`config.mk`:
```
export PLATFORM = sky130hd
export DESIGN_NAME = unidade_controle_multiciclo
export DESIGN_NICKNAME = d
export VERILOG_FILES = /design/src/rtl/unidade_controle_multiciclo_pkg.sv /design/src/rtl/unidade_controle_multiciclo_decodificador_ula.sv /design/src/rtl/unidade_controle_multiciclo.sv
export SDC_FILE = /design/constraint.sdc
export NUM_CORES = 1
export LEC_CHECK = 0
export CORE_MARGIN = 10
export CORE_UTILIZATION = 39
export CTS_CLUSTER_DIAMETER = 200
export DETAILED_ROUTE_END_ITERATION = 16
export PLACE_DENSITY_LB_ADDON = 0.25
export SLEW_MARGIN = 30
export SYNTH_ARGS = -nofsm -noshare
export SYNTH_HDL_FRONTEND = slang
export SYNTH_SLANG_ARGS = --single-unit
```
`constraint.sdc`:
```
create_clock -name clock -period 2.23 [get_ports clock]
set_clock_uncertainty 0.05 [all_clocks]
set_input_delay 0.5575 -clock clock [delete_from_list [all_inputs] [get_ports clock]]
set_output_delay 0.5575 -clock clock [all_outputs]
set_load 0.005 [all_outputs]
```
`src/rtl/unidade_controle_multiciclo_pkg.sv`:
```
// Shared definitions for the multicycle control unit: FSM state encodings,
// opcode values, PC source codes and ALU operation codes.
package unidade_controle_multiciclo_pkg;

   typedef enum logic [2:0] {
      BUSCA          = 3'd0,
      DECODIFICA     = 3'd1,
      EXECUTA        = 3'd2,
      MEMORIA        = 3'd3,
      ESCRITA        = 3'd4,
      ESPERA_ENTRADA = 3'd5,
      ESPERA_SAIDA   = 3'd6,
      PARADO         = 3'd7
   } estado_t;

   // Opcodes with dedicated handling in the sequencer
   localparam int OP_BEQ  = 12;
   localparam int OP_BNE  = 13;
   localparam int OP_J    = 16;
   localparam int OP_HALT = 18;
   localparam int OP_IN   = 19;
   localparam int OP_OUT  = 20;
   localparam int OP_LI   = 25;
   localparam int OP_JR   = 27;

   // PC source selection
   localparam int PC_MAIS1  = 0;
   localparam int PC_JUMP   = 1;
   localparam int PC_BRANCH = 2;
   localparam int PC_REG    = 3;

   // ALU operation codes, named by their numeric value
   localparam int ULA_COD_0  = 0;
   localparam int ULA_COD_1  = 1;
   localparam int ULA_COD_2  = 2;
   localparam int ULA_COD_3  = 3;
   localparam int ULA_COD_4  = 4;
   localparam int ULA_COD_5  = 5;
   localparam int ULA_COD_6  = 6;
   localparam int ULA_COD_7  = 7;
   localparam int ULA_COD_8  = 8;
   localparam int ULA_COD_9  = 9;
   localparam int ULA_COD_10 = 10;
   localparam int ULA_COD_11 = 11;
   localparam int ULA_COD_12 = 12;
   localparam int ULA_COD_13 = 13;

   function automatic logic eh_op_ula(input int op);
      return (op >= 1 && op <= 11) || op == 14 || op == 22 || (op >= 28 && op <= 31);
   endfunction

   function automatic logic eh_load(input int op);
      return op == 23 || op == 26;
   endfunction

   function automatic logic eh_store(input int op);
      return op == 15 || op == 24;
   endfunction

endpackage

```
`src/rtl/unidade_controle_multiciclo_decodificador_ula.sv`:
```
// Combinational opcode -> ALU operation / ALU operand select decoder.
module decodificador_ula
   import unidade_controle_multiciclo_pkg::*;
#(
   parameter int OPCODE_W = 5,
   parameter int ULA_W    = 4
) (
   input  logic [OPCODE_W-1:0] opcode_i,
   output logic [ULA_W-1:0]    ula_controle_o,
   output logic                seleciona_ula_o
);

   int op;

   // Map the latched opcode to the ALU operation and operand-B select
   always_comb begin
      op              = int'(opcode_i);
      ula_controle_o  = '1;
      seleciona_ula_o = 1'b0;
      case (op)
         1, 22:   ula_controle_o = ULA_W'(ULA_COD_0);
         3, 4:    ula_controle_o = ULA_W'(ULA_COD_1);
         5, 6:    ula_controle_o = ULA_W'(ULA_COD_2);
         7:       ula_controle_o = ULA_W'(ULA_COD_3);
         9:       ula_controle_o = ULA_W'(ULA_COD_4);
         10:      ula_controle_o = ULA_W'(ULA_COD_5);
         11:      ula_controle_o = ULA_W'(ULA_COD_6);
         14:      ula_controle_o = ULA_W'(ULA_COD_7);
         28:      ula_controle_o = ULA_W'(ULA_COD_8);
         29:      ula_controle_o = ULA_W'(ULA_COD_9);
         30:      ula_controle_o = ULA_W'(ULA_COD_10);
         31:      ula_controle_o = ULA_W'(ULA_COD_11);
         2:       ula_controle_o = ULA_W'(ULA_COD_12);
         8:       ula_controle_o = ULA_W'(ULA_COD_13);
         // branches compare by subtraction
         12, 13:  ula_controle_o = ULA_W'(ULA_COD_1);
         default: ula_controle_o = '1;
      endcase
      case (op)
         4, 6, 9, 10, 11, 12, 13, 22, 23, 24: seleciona_ula_o = 1'b1;
         default:                              seleciona_ula_o = 1'b0;
      endcase
   end

endmodule

```
`src/rtl/unidade_controle_multiciclo.sv`:
```
// Multicycle processor control unit.
//
//  state          | meaning
//  BUSCA          | fetch: load instruction register, latch opcode
//  DECODIFICA     | decode: dispatch halt / in / out / execute
//  EXECUTA        | ALU op, address calc, branch/jump resolution
//  MEMORIA        | memory access (store completes here)
//  ESCRITA        | register write-back, PC+1
//  ESPERA_ENTRADA | waiting for user switch input (optional timeout)
//  ESPERA_SAIDA   | output valid, waiting for display ack
//  PARADO         | halted until reset
module unidade_controle_multiciclo
   import unidade_controle_multiciclo_pkg::*;
#(
   parameter int OPCODE_W   = 5,
   parameter int ULA_W      = 4,
   parameter int PC_W       = 3,
   parameter int IN_TIMEOUT = 0
) (
   input  logic                clock,
   input  logic                reset,
   input  logic [OPCODE_W-1:0] opcode,
   input  logic                zero,
   input  logic                entradaValida,
   input  logic                saidaAck,
   output logic                instrLoad,
   output logic                pcEscrita,
   output logic [PC_W-1:0]     pcControle,
   output logic                regEscrita,
   output logic                memEscrita,
   output logic                selecionaULA,
   output logic                selecionaRegDado,
   output logic                selecionaLoadImediato,
   output logic [ULA_W-1:0]    ulaControle,
   output logic                entradaPronta,
   output logic                saidaValida,
   output logic                parado,
   output logic                erroTimeout,
   output logic [2:0]          estado
);

   localparam int CNT_W = (IN_TIMEOUT > 1) ? $clog2(IN_TIMEOUT) : 1;

   estado_t             estado_q, estado_d;
   logic [OPCODE_W-1:0] op_q, op_d;
   logic [CNT_W-1:0]    cnt_q, cnt_d;
   logic                erro_q, erro_d;
   int                  op;

   decodificador_ula #(
      .OPCODE_W (OPCODE_W),
      .ULA_W    (ULA_W)
   ) u_decodificador_ula (
      .opcode_i        (op_q),
      .ula_controle_o  (ulaControle),
      .seleciona_ula_o (selecionaULA)
   );

   // State, opcode latch, input-wait counter and sticky timeout flag
   always_ff @(posedge clock) begin
      if (reset) begin
         estado_q <= BUSCA;
         op_q     <= '0;
         cnt_q    <= '0;
         erro_q   <= 1'b0;
      end else begin
         estado_q <= estado_d;
         op_q     <= op_d;
         cnt_q    <= cnt_d;
         erro_q   <= erro_d;
      end
   end

   // Next-state and strobe decode
   always_comb begin
      op                    = int'(op_q);
      estado_d              = estado_q;
      op_d                  = op_q;
      cnt_d                 = cnt_q;
      erro_d                = erro_q;
      instrLoad             = 1'b0;
      pcEscrita             = 1'b0;
      pcControle            = PC_W'(PC_MAIS1);
      regEscrita            = 1'b0;
      memEscrita            = 1'b0;
      selecionaRegDado      = 1'b0;
      selecionaLoadImediato = 1'b0;
      entradaPronta         = 1'b0;
      saidaValida           = 1'b0;
      parado                = 1'b0;
      case (estado_q)
         BUSCA: begin
            instrLoad = 1'b1;
            op_d      = opcode;
            estado_d  = DECODIFICA;
         end
         DECODIFICA: begin
            case (op)
               OP_HALT: estado_d = PARADO;
               OP_IN: begin
                  estado_d = ESPERA_ENTRADA;
                  cnt_d    = '0;
               end
               OP_OUT:  estado_d = ESPERA_SAIDA;
               default: estado_d = EXECUTA;
            endcase
         end
         EXECUTA: begin
            if (eh_op_ula(op)) begin
               estado_d = ESCRITA;
            end else if (eh_load(op) || eh_store(op)) begin
               estado_d = MEMORIA;
            end else if (op == OP_LI) begin
               selecionaLoadImediato = 1'b1;
               estado_d              = ESCRITA;
            end else begin
               // control flow and undefined opcodes both finish here
               pcEscrita = 1'b1;
               estado_d  = BUSCA;
               case (op)
                  OP_J:    pcControle = PC_W'(PC_JUMP);
                  OP_JR:   pcControle = PC_W'(PC_REG);
                  OP_BEQ:  if (zero)  pcControle = PC_W'(PC_BRANCH);
                  OP_BNE:  if (!zero) pcControle = PC_W'(PC_BRANCH);
                  default: pcControle = PC_W'(PC_MAIS1);
               endcase
            end
         end
         MEMORIA: begin
            if (eh_store(op)) begin
               memEscrita = 1'b1;
               pcEscrita  = 1'b1;
               estado_d   = BUSCA;
            end else begin
               selecionaRegDado = 1'b1;
               estado_d         = ESCRITA;
            end
         end
         ESCRITA: begin
            // data selects are re-derived from the latched opcode so they
            // stay stable across the write-back cycle
            regEscrita            = 1'b1;
            pcEscrita             = 1'b1;
            selecionaRegDado      = eh_load(op);
            selecionaLoadImediato = (op == OP_LI);
            estado_d              = BUSCA;
         end
         ESPERA_ENTRADA: begin
            entradaPronta = 1'b1;
            if (entradaValida) begin
               estado_d = ESCRITA;
            end else if (IN_TIMEOUT > 0 && int'(cnt_q) == IN_TIMEOUT - 1) begin
               erro_d    = 1'b1;
               pcEscrita = 1'b1;
               estado_d  = BUSCA;
            end else if (IN_TIMEOUT > 0) begin
               cnt_d = cnt_q + 1'b1;
            end
         end
         ESPERA_SAIDA: begin
            saidaValida = 1'b1;
            if (saidaAck) begin
               pcEscrita = 1'b1;
               estado_d  = BUSCA;
            end
         end
         PARADO: begin
            parado = 1'b1;
         end
         default: estado_d = BUSCA;
      endcase
   end

   assign erroTimeout = erro_q;
   assign estado      = estado_q;

endmodule

```
==> run metrics <==
row cnt=20; share of layout cells above drive strength 1=a little under two fifths; dpl cells=roughly 260; ys flop type=dfxtp_1; clk slew on worst S/H paths=~0.09 ns; CTS Root Cell=clkbuf_4; PnR worst setup slack=-0.0970 ns; flop2flop setup slack=roughly 0.14 ns; first-pass GRT wire length=around 6500 um; via count=1,504; final wirelength=approximately 4200 um; Sink Count=13; CP arrival=1.72 ns; post-synth cell types=48; initial core utilization=between 30% and 40%; Die W=~75 um; Worst VDD drop=488 uV; Crit path depth=6; grt ovf=0; Crit-path slowest cell=dfxtp_2; CP cell instances=nand2b_1 -> nor2_1 -> o21a_1 -> and3_1 -> or3_1 -> buf_2; vias in the first global route=1,383; port bufs=28; CP Capture Type=primary output; Setup crit start kind=flop; total track usage=between 10% and 20%; delay of the slowest critical-path stage=approximately 0.42 ns; Final Instance Area=0.00199 sq mm; Post-Syn Area=roughly 0.0012 sq mm; Core Area=roughly 0.0030 sq mm; CTS buffer count=3; Max-Cap Viols=0; outcome=finished, violations left; worst hold path type=flop to flop; gpl congestion=0.897; CP top delay family=simple AND/OR/NAND/NOR gates; Reg2Reg Depth=8; area share of the largest cell type after synthesis=between 20 and 25%; Leak Pwr=0.907 nW; initial drt markers=92; max frequency=0.430 GHz; kind of critical path=flop to primary output; largest net degree at the start of global routing=16; nets@finish=about 260; ranking of synthesized cells by area=dfxtp_1, nor2_1, a21oi_1, mux2i_1, o21ai_0; final setup TNS=-0.267 ns; Final Util=about two thirds; Layout Cells excl Fill=about 270; Crit path required time=between 1.5 and 2 ns; failing checks=negative setup slack; Final setup violation count=3; CTS tree=yes; drc violations=0; ys async rst share=0%; Cells after Synth=163; CTS Hold Bufs=0; Ports=31; Max clock buf depth=2; Hold Vio Cnt, Final=0; Antenna Nets Post-Route=0; initial antenna violation count=0; Crit Path Max Fanout=6; Post-Syn Area per Cell=between 7 and 8 sq um; Worst Hold Slack=around 0.68 ns; RSZ-0062 raised after global routing=true; dominant cell type by area after synthesis=dfxtp_1; Synth Register Bits=13; EDFF count, synth=0; ant diodes=0; Die Area=0.00569 sq mm; clk_lat worst skew=roughly 0.28 ns; Yosys warnings=0; Final period util=104%; Final Critical Period=approximately 2.3 ns; register area share after synthesis=a little over a fifth; Placed Area=about 0.0018 sq mm; CP Buf/Inv Count=1; post-DP HPWL=approximately 3100 um; vias per cell=between 5 and 6; Final Max Tran Viols=0; P&R area growth vs syn=66.3%; pwr/cell area=between 700 and 800 mW/mm^2; Die H=~75 um; wire per inst=roughly 15 um; Hold Path Depth=4; First-pass DRT Iterations=4; H-tree levels=1
sequential cells by signal, summed over array words and instances, names as in the netlist:
register	flops
op_q	5
u_decodificador_ula.ula_controle_o	4
estado	3
u_decodificador_ula.seleciona_ula_o	1
layer usage:
layer  up-vias  share of wire [%]  global-route usage [%]  routed length, um
li1        734                  -                       -                  -
met1       719                 45                    19.2               1850
met2        47                 48                    22.9               2010
met3         4                6.6                    3.91                273
met4         0               0.39                    2.47                 16
met5         -                  0                       0                  0
worst min-delay path: cells and delay by family, from the launching register on:
kind	cells	cell delay, ns
DFF	1	0.32
buffers and inverters	2	0.21
AOI/OAI and AO/OA	2	0.16
Yosys cell counts, types with 3 or more instances:
cell and n:
ha_1 4, a211oi_1 5, nand3_1 3, nor2b_1 7
o22ai_1 3, clkbuf_1 6, or3_1 3, nor2_1 17
nand2b_1 4, mux2i_1 6, nor3_1 7, o21ai_0 12
inv_1 11, and3_1 3, nand2_1 11, dfxtp_1 13
a21oi_1 12
placed cells by master, fill, tap and decap left out, drive strengths merged, types with 2 or more instances in the layout:
cell	instances
a21oi	13
nor3	8
clkbuf	5
o22ai	3
nand2	11
clkdlybuf4s50	20
nand2b	4
or3	3
inv	11
conb	2
nor2b	7
dfxtp	13
buf	60
xnor2	2
nor2	18
dlygate4sd2	3
mux2i	7
ha	4
a31oi	2
and3	3
nand3	3
o21ai	12
a211oi	5
power by group:
group	total, W	switching [W]	leakage [nW]	internal, W
Combinational	0.000979	0.000442	0.782	0.000537
Clock	0.000152	0.0000823	0.0150	0.0000693
Sequential	0.000331	0.0000387	0.110	0.000292
Total	0.00146	0.000563	0.907	0.000898
through the flow:
stage | power, W | setup WS [ns]
6_report | 0.00146 | -0.0970
5_1_grt | 0.00157 | -0.185
4_1_cts | 0.00138 | -0.229
3_5_place_dp | 0.00118 | -0.384
3_3_place_gp | 0.00116 | -0.353
2_1_floorplan | 0.000770 | 0.136
repair_timing:
| item | in CTS | in global routing |
|---|---|---|
| setup endpoints to repair | 7 | 12 |
| gates cloned | 0 | 0 |
| buffers inserted | 4 | 2 |
| gates resized for setup | 37 | 15 |
| pin swaps | 7 | 6 |
final cells by class:
class | count | area (sq um)
Clock buffer | 4 | 26.3
Inverter | 11 | 41.3
Timing Repair Buffer | 84 | 687
Sequential cell | 13 | 269
Multi-Input combinational cell | 128 | 928
Fill cell | 250 | 1010
Tap cell | 33 | 41.3
path summary, 6_finish.rpt:
path | startpoint | to
setup / recovery | op_q[4]$_SDFFE_PP0P_ | pcEscrita
hold reg to reg | estado[1]$_SDFFE_PP0P_ | estado[2]$_SDFFE_PP0P_
setup reg to reg | estado[2]$_SDFFE_PP0P_ | u_decodificador_ula.ula_controle_o[3]$_DFF_P_
hold / removal | estado[1]$_SDFFE_PP0P_ | estado[2]$_SDFFE_PP0P_
cells by family (layout without fill, tap and decap cells):
| family | count (synthesis) | count (layout) | synth area share [%] |
|---|---|---|---|
| adders and majority gates | 4 | 4 | 4.18 |
| DFF | 13 | 13 | 21.7 |
| muxes | 8 | 8 | 7.41 |
| buffers and inverters | 23 | 99 | 9.29 |
| other | 1 | 2 | 0.313 |
| xor gates and xnor gates | 2 | 2 | 1.46 |
| and+or+nand+nor | 64 | 64 | 29.5 |
| AOI/OAI and AO/OA | 48 | 48 | 26.1 |
(Power assumes the default switching activity.)
